===== src/rtl/keystream_gen.sv =====
// Keystream generator: 16-bit Fibonacci LFSR, 16-shift warm-up, then one
// 8-bit keystream byte per 8 shifts, held under a valid/ready handshake.
//
// state | meaning
// ------+---------------------------------------------------------
// IDLE  | waiting for the first seed_load after reset, no shifting
// WARM  | discarding 16 LFSR bits after a (re)load
// GEN   | shifting 8 bits into the byte being built
// HOLD  | ks_byte valid, waiting for ks_ready
module keystream_gen (
  input  logic        clk,
  input  logic        rst_n,
  input  logic        ena,
  input  logic        seed_load,
  input  logic [15:0] seed,
  input  logic        ks_ready,
  output logic        ks_valid,
  output logic [7:0]  ks_byte,
  output logic        busy,
  output logic [7:0]  byte_cnt
);

  typedef enum logic [1:0] {IDLE, WARM, GEN, HOLD} state_t;

  localparam logic [15:0] SEED_DEFAULT = 16'hACE1;

  state_t      state_q, state_d;
  logic [15:0] lfsr_q, lfsr_d;
  logic [3:0]  cnt_q, cnt_d;
  logic [7:0]  shift_q, shift_d;
  logic [7:0]  ks_byte_q, ks_byte_d;
  logic        ks_valid_q, ks_valid_d;
  logic [7:0]  byte_cnt_q, byte_cnt_d;

  logic        fb;
  logic [15:0] lfsr_step;

  assign fb        = lfsr_q[15] ^ lfsr_q[13] ^ lfsr_q[12] ^ lfsr_q[10];
  assign lfsr_step = {lfsr_q[14:0], fb};

  always_ff @(posedge clk or negedge rst_n) begin
    if (!rst_n) begin
      state_q    <= IDLE;
      lfsr_q     <= 16'h0000;
      cnt_q      <= 4'd0;
      shift_q    <= 8'h00;
      ks_byte_q  <= 8'h00;
      ks_valid_q <= 1'b0;
      byte_cnt_q <= 8'h00;
    end else begin
      state_q    <= state_d;
      lfsr_q     <= lfsr_d;
      cnt_q      <= cnt_d;
      shift_q    <= shift_d;
      ks_byte_q  <= ks_byte_d;
      ks_valid_q <= ks_valid_d;
      byte_cnt_q <= byte_cnt_d;
    end
  end

  // cnt_q is a down-counter of remaining shifts in the current phase.
  always_comb begin
    state_d    = state_q;
    lfsr_d     = lfsr_q;
    cnt_d      = cnt_q;
    shift_d    = shift_q;
    ks_byte_d  = ks_byte_q;
    ks_valid_d = ks_valid_q;
    byte_cnt_d = byte_cnt_q;
    if (ena) begin
      if (seed_load) begin
        lfsr_d     = (seed == 16'h0000) ? SEED_DEFAULT : seed;
        cnt_d      = 4'd15;
        shift_d    = 8'h00;
        byte_cnt_d = 8'h00;
        ks_valid_d = 1'b0;
        state_d    = WARM;
      end else begin
        unique case (state_q)
          IDLE: begin
          end
          WARM: begin
            lfsr_d = lfsr_step;
            if (cnt_q == 4'd0) begin
              cnt_d   = 4'd7;
              state_d = GEN;
            end else begin
              cnt_d = cnt_q - 4'd1;
            end
          end
          GEN: begin
            lfsr_d  = lfsr_step;
            shift_d = {shift_q[6:0], fb};
            if (cnt_q == 4'd0) begin
              ks_byte_d  = {shift_q[6:0], fb};
              ks_valid_d = 1'b1;
              state_d    = HOLD;
            end else begin
              cnt_d = cnt_q - 4'd1;
            end
          end
          HOLD: begin
            if (ks_ready) begin
              ks_valid_d = 1'b0;
              byte_cnt_d = byte_cnt_q + 8'd1;
              cnt_d      = 4'd7;
              state_d    = GEN;
            end
          end
          default: state_d = IDLE;
        endcase
      end
    end
  end

  assign ks_valid = ks_valid_q;
  assign ks_byte  = ks_byte_q;
  assign byte_cnt = byte_cnt_q;
  assign busy     = (state_q == WARM) || (state_q == GEN);

endmodule


===== config.mk =====
export PLATFORM = sky130hd
export DESIGN_NAME = keystream_gen
export DESIGN_NICKNAME = d
export VERILOG_FILES = /design/src/rtl/keystream_gen.sv
export SDC_FILE = /design/constraint.sdc
export NUM_CORES = 1
export LEC_CHECK = 0
export ABC_AREA = 1
export BUFFER_PORTS_ARGS = -buffer_cell sky130_fd_sc_hd__buf_2
export CAP_MARGIN = 10
export CELL_PAD_IN_SITES_DETAIL_PLACEMENT = 1
export CELL_PAD_IN_SITES_GLOBAL_PLACEMENT = 2
export CORE_ASPECT_RATIO = 1.75
export CORE_UTILIZATION = 29
export DETAILED_ROUTE_END_ITERATION = 8
export PLACE_DENSITY_LB_ADDON = 0.1
export RECOVER_POWER = 25
export SLEW_MARGIN = 20
export SYNTH_ARGS = -nofsm -noshare
export SYNTH_HDL_FRONTEND = slang
export SYNTH_SLANG_ARGS = --single-unit

===== constraint.sdc =====
create_clock -name clk -period 1.55 [get_ports clk]
set_input_delay 0.155 -clock clk [delete_from_list [all_inputs] [get_ports clk]]
set_output_delay 0.155 -clock clk [all_outputs]
set_load 0.03 [all_outputs]

==> results.yml, run 1 <==
outcome:
  status: "finished, violations left"
  violations: "setup timing"
placement:
  pre_cts_ws_ns: -0.0571
  numPortBuffers: 38
  finalWeightedCongestion: 0.776
  hpwlAfterDp_mm: 4.67
floorplan:
  placementRows: 43
  core_sq_mm: 0.00791
  die_w_microns: 70.2
  die_area_sq_mm: 0.00852
  ioPinCount: 39
  start_util: 0.299
  die_y_microns: 121
grt:
  grt_start_max_net_pins: 47
  antenna_found_initial: 0
  grt-ovfl-total: 0
  grt_first_pass_wirelength_mm: 10.6
  grt_use_total: 0.160
  grt_pass1_vias: 2262
route:
  drtIter0Drc: 124
  wl_mm: 6.58
  ant_nets: 0
  vias: 2165
  via_per_inst: 4.78
  drc: 0
  wl_met3_microns: 171
  wl_met1_mm: 2.39
  firstDrtPassIters: 4
  wl_met2_mm: 3.85
  top_layer_used: "met4"
  routedWlPerCell_microns: 14.5
setup_path:
  cpMaxStageDelayCell: "dfrtp_2"
  worstSetupPathType: "flop to flop"
  crit_path_cell_trace: "ha_4 > inv_2 > o21ai_4 > clkinv_4 > buf_12 > buf_4 > nor2_1 > a31oi_1"
  endpoint_kind: "flop"
  reg2reg_from: "state_q[1]"
  cp_data_required_time_ns: 1.73
  r2r-end: "lfsr_q[9]"
  ff2ff_path_depth: 8
  startpoint_type: "flop"
  path_max_fanout: 6
  rrSetupSlack_ns: -0.01
  slowest_delay_ns: 0.43
  crit_arrival_ns: 1.73
clock_network:
  clk_pin_slew_worst_paths_ns: 0.07
  cts_tree: "yes"
  cts_inserted_buffers: 5
  cts_root_buf: "clkbuf_16"
  cts_sinks: 46
  cts_buffer_depth: 2
  insertion_delay_ns: 0.29
  htree_num_levels: 2
synthesis:
  syn_area_sq_mm: 0.00236
  ys.warnings.count: 0
  synth.top_cell.area_share: 0.487
  synth_cells: 299
  netlist_top_cells_area: "dfrtp_1, nand2_1, o21ai_0, inv_1, nor2_1"
  ys_seq_area_frac: 0.487
  yosysTopAreaCell: "dfrtp_1"
  synth_cell_types: 29
  ys_ff_latch: 46
  syn_nets: 325
  synth.avg_cell_area_sq_um: 7.90
run:
  max_cap_violations: 0
layout:
  antennaDiodeCount: 0
  syn2layout_area_growth_pct: 37.5
  multi_input_area_sq_mm: 0.00118
  nFillCells: 954
  layout-drive-gt1-share: 0.325
  seq_area_sq_mm: 0.00115
  nNetsFinal: 388
sta:
  setup_viol: 2
  rsz0062_at_grt: "true"
  fin_crit_sh: 1.01
  fin_skew_ns: 0.00396
  slew_viol_final: 0
  tns_ns: -0.0111
  final-hold-violation-count: 0
  fin_ws_ns: -0.00955
  maxSlewHeadroom: 0.548
  clock.fmax_ghz: 0.641
  fin_crit_ns: 1.56
  tightest_slew_ns: 0.679
min_path:
  hold_end: "lfsr_q[10]"
  hold_path.class: "primary input to flop"
  hold_path_depth: 3
  hp-start: "seed[10]"
power_and_ir_drop:
  powerDensity_mw_per_mm2: 1790
  p_leak_nw: 1.62
  ir_worst_vdd_v: 0.000604
[per-layer routing]
layer,global-route usage,vias up
li1,-,1078
met1,0.163,1038
met2,0.310,40
met3,0.0257,9
met4,0.0700,0
met5,0,-
[repair_timing]
action,in CTS,in global routing
hold buffers,1,0
endpoints found under the setup margin,8,24
pin swaps,0,10
resized for setup,3,64
cloned,0,1
buffers inserted,0,12
endpoints found under the hold margin,46,0
[kinds of logic after synthesis]
logic type	Yosys count	share of synthesized area
simple gates	134	0.240
compound gates	63	0.149
buf+inv	48	0.0853
flops	46	0.487
fa+ha+maj	5	0.0265
xor+xnor	3	0.0111
[Yosys cell counts]
| cell | number |
|---|---|
| a21o_1 | 1 |
| a21oi_1 | 19 |
| a22oi_1 | 1 |
| a31oi_1 | 3 |
| buf_1 | 1 |
| buf_2 | 2 |
| buf_4 | 3 |
| buf_6 | 1 |
| clkbuf_1 | 1 |
| dfrtp_1 | 46 |
| ha_1 | 5 |
| inv_1 | 34 |
| inv_2 | 6 |
| nand2_1 | 80 |
| nand2_2 | 2 |
| nand3_1 | 14 |
| nand4_1 | 2 |
| nor2_1 | 28 |
| nor2_2 | 2 |
| nor2_4 | 2 |
| nor3_1 | 1 |
| nor3_2 | 2 |
| nor3b_1 | 1 |
| o21a_1 | 1 |
| o21ai_0 | 28 |
| o21ai_1 | 3 |
| o21ai_2 | 7 |
| xnor2_1 | 2 |
| xor2_1 | 1 |
[sequential cells by signal (all words and copies together) (netlist names)]
name	cells
byte_cnt	8
ks_valid	1
lfsr_q	16
ks_byte	8
state_q	2
cnt_q	4
shift_q	7
[final cells by class]
cell class,count,share of cell area
multi-input cells,205,0.363
flip-flops and latches,46,0.355
repair buffers,63,0.133
inverters,40,0.0508
clock buffers,6,0.0428
well taps,90,0.0347
clock inverters,2,0.0185
repair inverters,1,0.00270
[report_power, final]
group | switching, mW | internal (mW) | total [mW]
Clock | 0.480 | 0.969 | 1.45
Sequential | 0.321 | 1.64 | 1.96
Combinational | 1.43 | 0.965 | 2.40
[critical path, delay by kind of cell, from the launching register on]
| kind | cells | cell delay [ns] |
|---|---|---|
| compound gates | 2 | 0.27 |
| buf+inv | 4 | 0.40 |
| fa+ha+maj | 1 | 0.27 |
| simple gates | 1 | 0.08 |
| flops | 1 | 0.43 |
[through the flow]
stage,hold WS (ns),std cells,util,power (mW),area (sq um)
final,0.0978,453,0.411,5.81,3250
after CTS,0.117,440,0.371,5.35,2940
after global routing,0.116,453,0.411,6.25,3250
after floorplan,-0.141,299,-,3.24,2370
after global placement,0.161,431,0.344,3.81,2720
after detailed placement,0.163,431,0.344,3.87,2720
[cells in the final DEF, fill, tap and decap left out, types with 2 or more instances in the layout]
cell / n
clkbuf_4: 2
inv_2: 9
nand2_4: 8
a21oi_1: 17
nor3_4: 2
xnor2_1: 2
bufinv_16: 2
nor2_4: 6
o21ai_0: 22
o21ai_1: 7
clkbuf_16: 5
nand3_1: 14
a31oi_1: 3
clkinv_4: 2
a21oi_2: 2
nor2_1: 25
buf_6: 4
buf_12: 3
dfrtp_1: 45
o21ai_2: 8
buf_4: 14
nand2_1: 73
inv_1: 27
inv_4: 2
nand4_1: 2
buf_2: 39
ha_4: 4
[worst max path at each step]
stage	start	end	slack, ns	cells past startpoint
3_5_place_dp	state_q[0]	cnt_q[0]	-0.06	12
2_1_floorplan	state_q[0]	lfsr_q[7]	0.02	8
6_report	state_q[1]	lfsr_q[9]	-0.01	8
4_1_cts	state_q[1]	lfsr_q[5]	0.02	7
5_1_grt	cnt_q[0]	ks_byte[4]	-0.09	9
3_3_place_gp	state_q[0]	cnt_q[0]	-0.02	12
No activity file was read; power rests on OpenSTA's default activity.
==> run 2: changes to the inputs <==
--- a/config.mk
+++ b/config.mk
@@ -13,7 +13,7 @@
 export CORE_ASPECT_RATIO = 1.75
 export CORE_UTILIZATION = 29
 export DETAILED_ROUTE_END_ITERATION = 8
-export PLACE_DENSITY_LB_ADDON = 0.1
+export PLACE_DENSITY = 0.71
 export RECOVER_POWER = 25
 export SLEW_MARGIN = 20
 export SYNTH_ARGS = -nofsm -noshare
==> run 2 against run 1 <==
  * The run now ends clean
  * Clock power down 29%
  * Worst setup slack improved by 0.071 ns
  * Cell count fell by 2.6%
  * Critical path depth decreased by 1
  * Cell area shrank 10%
  * Largest cell class is now sequential cells
  * First-iteration DRC count fell by 34%
  * Sequential power down 3%
  * Core utilization decreased by 4.1 points
==> results.yml, run 2 (same netlist as run 1, synthesis figures left out) <==
outcome:
  status: "finished clean"
floorplan:
  placementRows: 43
  ioPinCount: 39
  die_area_sq_mm: 0.00852
  die_w_microns: 70.2
  core_sq_mm: 0.00791
  die_y_microns: 121
  start_util: 0.299
min_path:
  hold_path_depth: 3
  hp-start: "seed[10]"
  hold_path.class: "primary input to flop"
layout:
  final_cells: 441
  regMostFlops: "lfsr_q"
  antennaDiodeCount: 0
  nNetsFinal: 377
  largest_register_ffs: 16
  final_core_util: 0.370
  nFillCells: 976
  layout-drive-gt1-share: 0.251
  syn2layout_area_growth_pct: 23.7
  final_cell_mix: "nand2_1, dfrtp_1, buf_2, inv_1"
  final_common_cell: "nand2_1"
  finalInstanceArea_sq_mm: 0.00292
route:
  ant_nets: 0
  vias: 2088
  routedWlPerCell_microns: 13.5
  firstDrtPassIters: 4
  via_per_inst: 4.73
  drc: 0
  drtIter0Drc: 82
  wl_mm: 5.96
clock_network:
  clk_pin_slew_worst_paths_ns: 0.06
  htree_num_levels: 2
  cts_tree: "yes"
  insertion_delay_ns: 0.29
  cts_buffer_depth: 2
  cts_inserted_buffers: 5
  cts_sinks: 46
  cts_root_buf: "clkbuf_16"
setup_path:
  worstSetupPathDepth: 7
  slowest_delay_ns: 0.40
  endpoint_kind: "flop"
  path_delay_family: "flip-flops"
  cp_data_required_time_ns: 1.72
  ff2ff_path_depth: 7
  path_buf_inv: 2
  cpMaxStageDelayCell: "dfrtp_1"
  rrSetupSlack_ns: 0.06
  crit_arrival_ns: 1.66
  reg2reg_from: "state_q[1]"
  crit_path_start: "state_q[1]"
  startpoint_type: "flop"
  worstSetupPathType: "flop to flop"
  crit_path_cell_trace: "ha_1 > inv_2 > o21ai_4 > buf_4 > a21oi_1 > o21ai_0 > nand2_1"
  path_max_fanout: 18
grt:
  grt_use_total: 0.157
  grt_pass1_vias: 2240
  grt-ovfl-total: 0
  antenna_found_initial: 0
  grt_first_pass_wirelength_mm: 10.4
  grt_start_max_net_pins: 47
sta:
  clock.fmax_ghz: 0.672
  hold_ws_ns: 0.115
  tns_ns: 0
  tightest_slew_ns: 0.654
  final-hold-violation-count: 0
  fin_crit_ns: 1.49
  slew_viol_final: 0
  fin_skew_ns: 0.00431
  maxSlewHeadroom: 0.564
  rsz0062_at_grt: "true"
  setup_viol: 0
  fin_crit_sh: 0.960
  fin_ws_ns: 0.0614
power_and_ir_drop:
  powerDensity_mw_per_mm2: 1700
  finalPower_mw: 4.98
  ir_worst_vdd_v: 0.000576
  p_leak_nw: 1.49
placement:
  dp.cells: 432
  placed_area_sq_mm: 0.00273
  pre_cts_ws_ns: -0.0808
  hpwlAfterDp_mm: 4.57
  finalWeightedCongestion: 0.803
  numPortBuffers: 38
run:
  max_cap_violations: 0
run 2: cell count changes in the layout (fill, tap and decap cells not counted), sizes merged:
cell / delta
buf: -9
bufinv: -2
clkbuf: -2
inv: +1
run 2: worst min-delay path: cells and delay by family:
kind	cells	cell delay (ns)
AOI/OAI and AO/OA	1	0.08
buffers and inverters	1	0.08
and+or+nand+nor	1	0.06
run 2: final timing paths:
| check | endpoint |
|---|---|
| max | lfsr_q[15] |
| min | lfsr_q[10] |
| max reg2reg | lfsr_q[15] |
| min reg2reg | ks_byte[7] |
| max in group asynchronous | lfsr_q[3] |
| min in group asynchronous | ks_byte[2] |
run 2: final cells by class:
class / instances / area, sq um / area share
sequential: 46 / 1150 / 0.394
multi-input combinational: 205 / 1060 / 0.363
timing repair buffer: 53 / 305 / 0.104
inverter: 40 / 158 / 0.0539
clock buffer: 5 / 125 / 0.0428
tap: 90 / 113 / 0.0385
clock inverter: 2 / 10.0 / 0.00342
run 2: timing repair:
action	4_1_cts	5_1_grt
resized for setup	4	12
setup endpoints to repair	4	27
hold buffers	1	0
endpoints found under the hold margin	46	0
setup buffers	0	1
pin swaps	1	1
run 2: metal layers:
metal  wire, microns  vias up  part of all wire  track usage
met4             142        0             0.024       0.0675
met3             175        9             0.029       0.0299
met2            3360       34              0.56        0.302
li1                -     1051                 -            -
met1            2280      994              0.38        0.161
met5               0        -                 0            0
run 2: report_power, final:
group	internal (mW)	switching (mW)	leakage, nW
Sequential	1.64	0.271	0.573
Clock	0.583	0.451	0.0694
Combinational	0.741	1.30	0.852
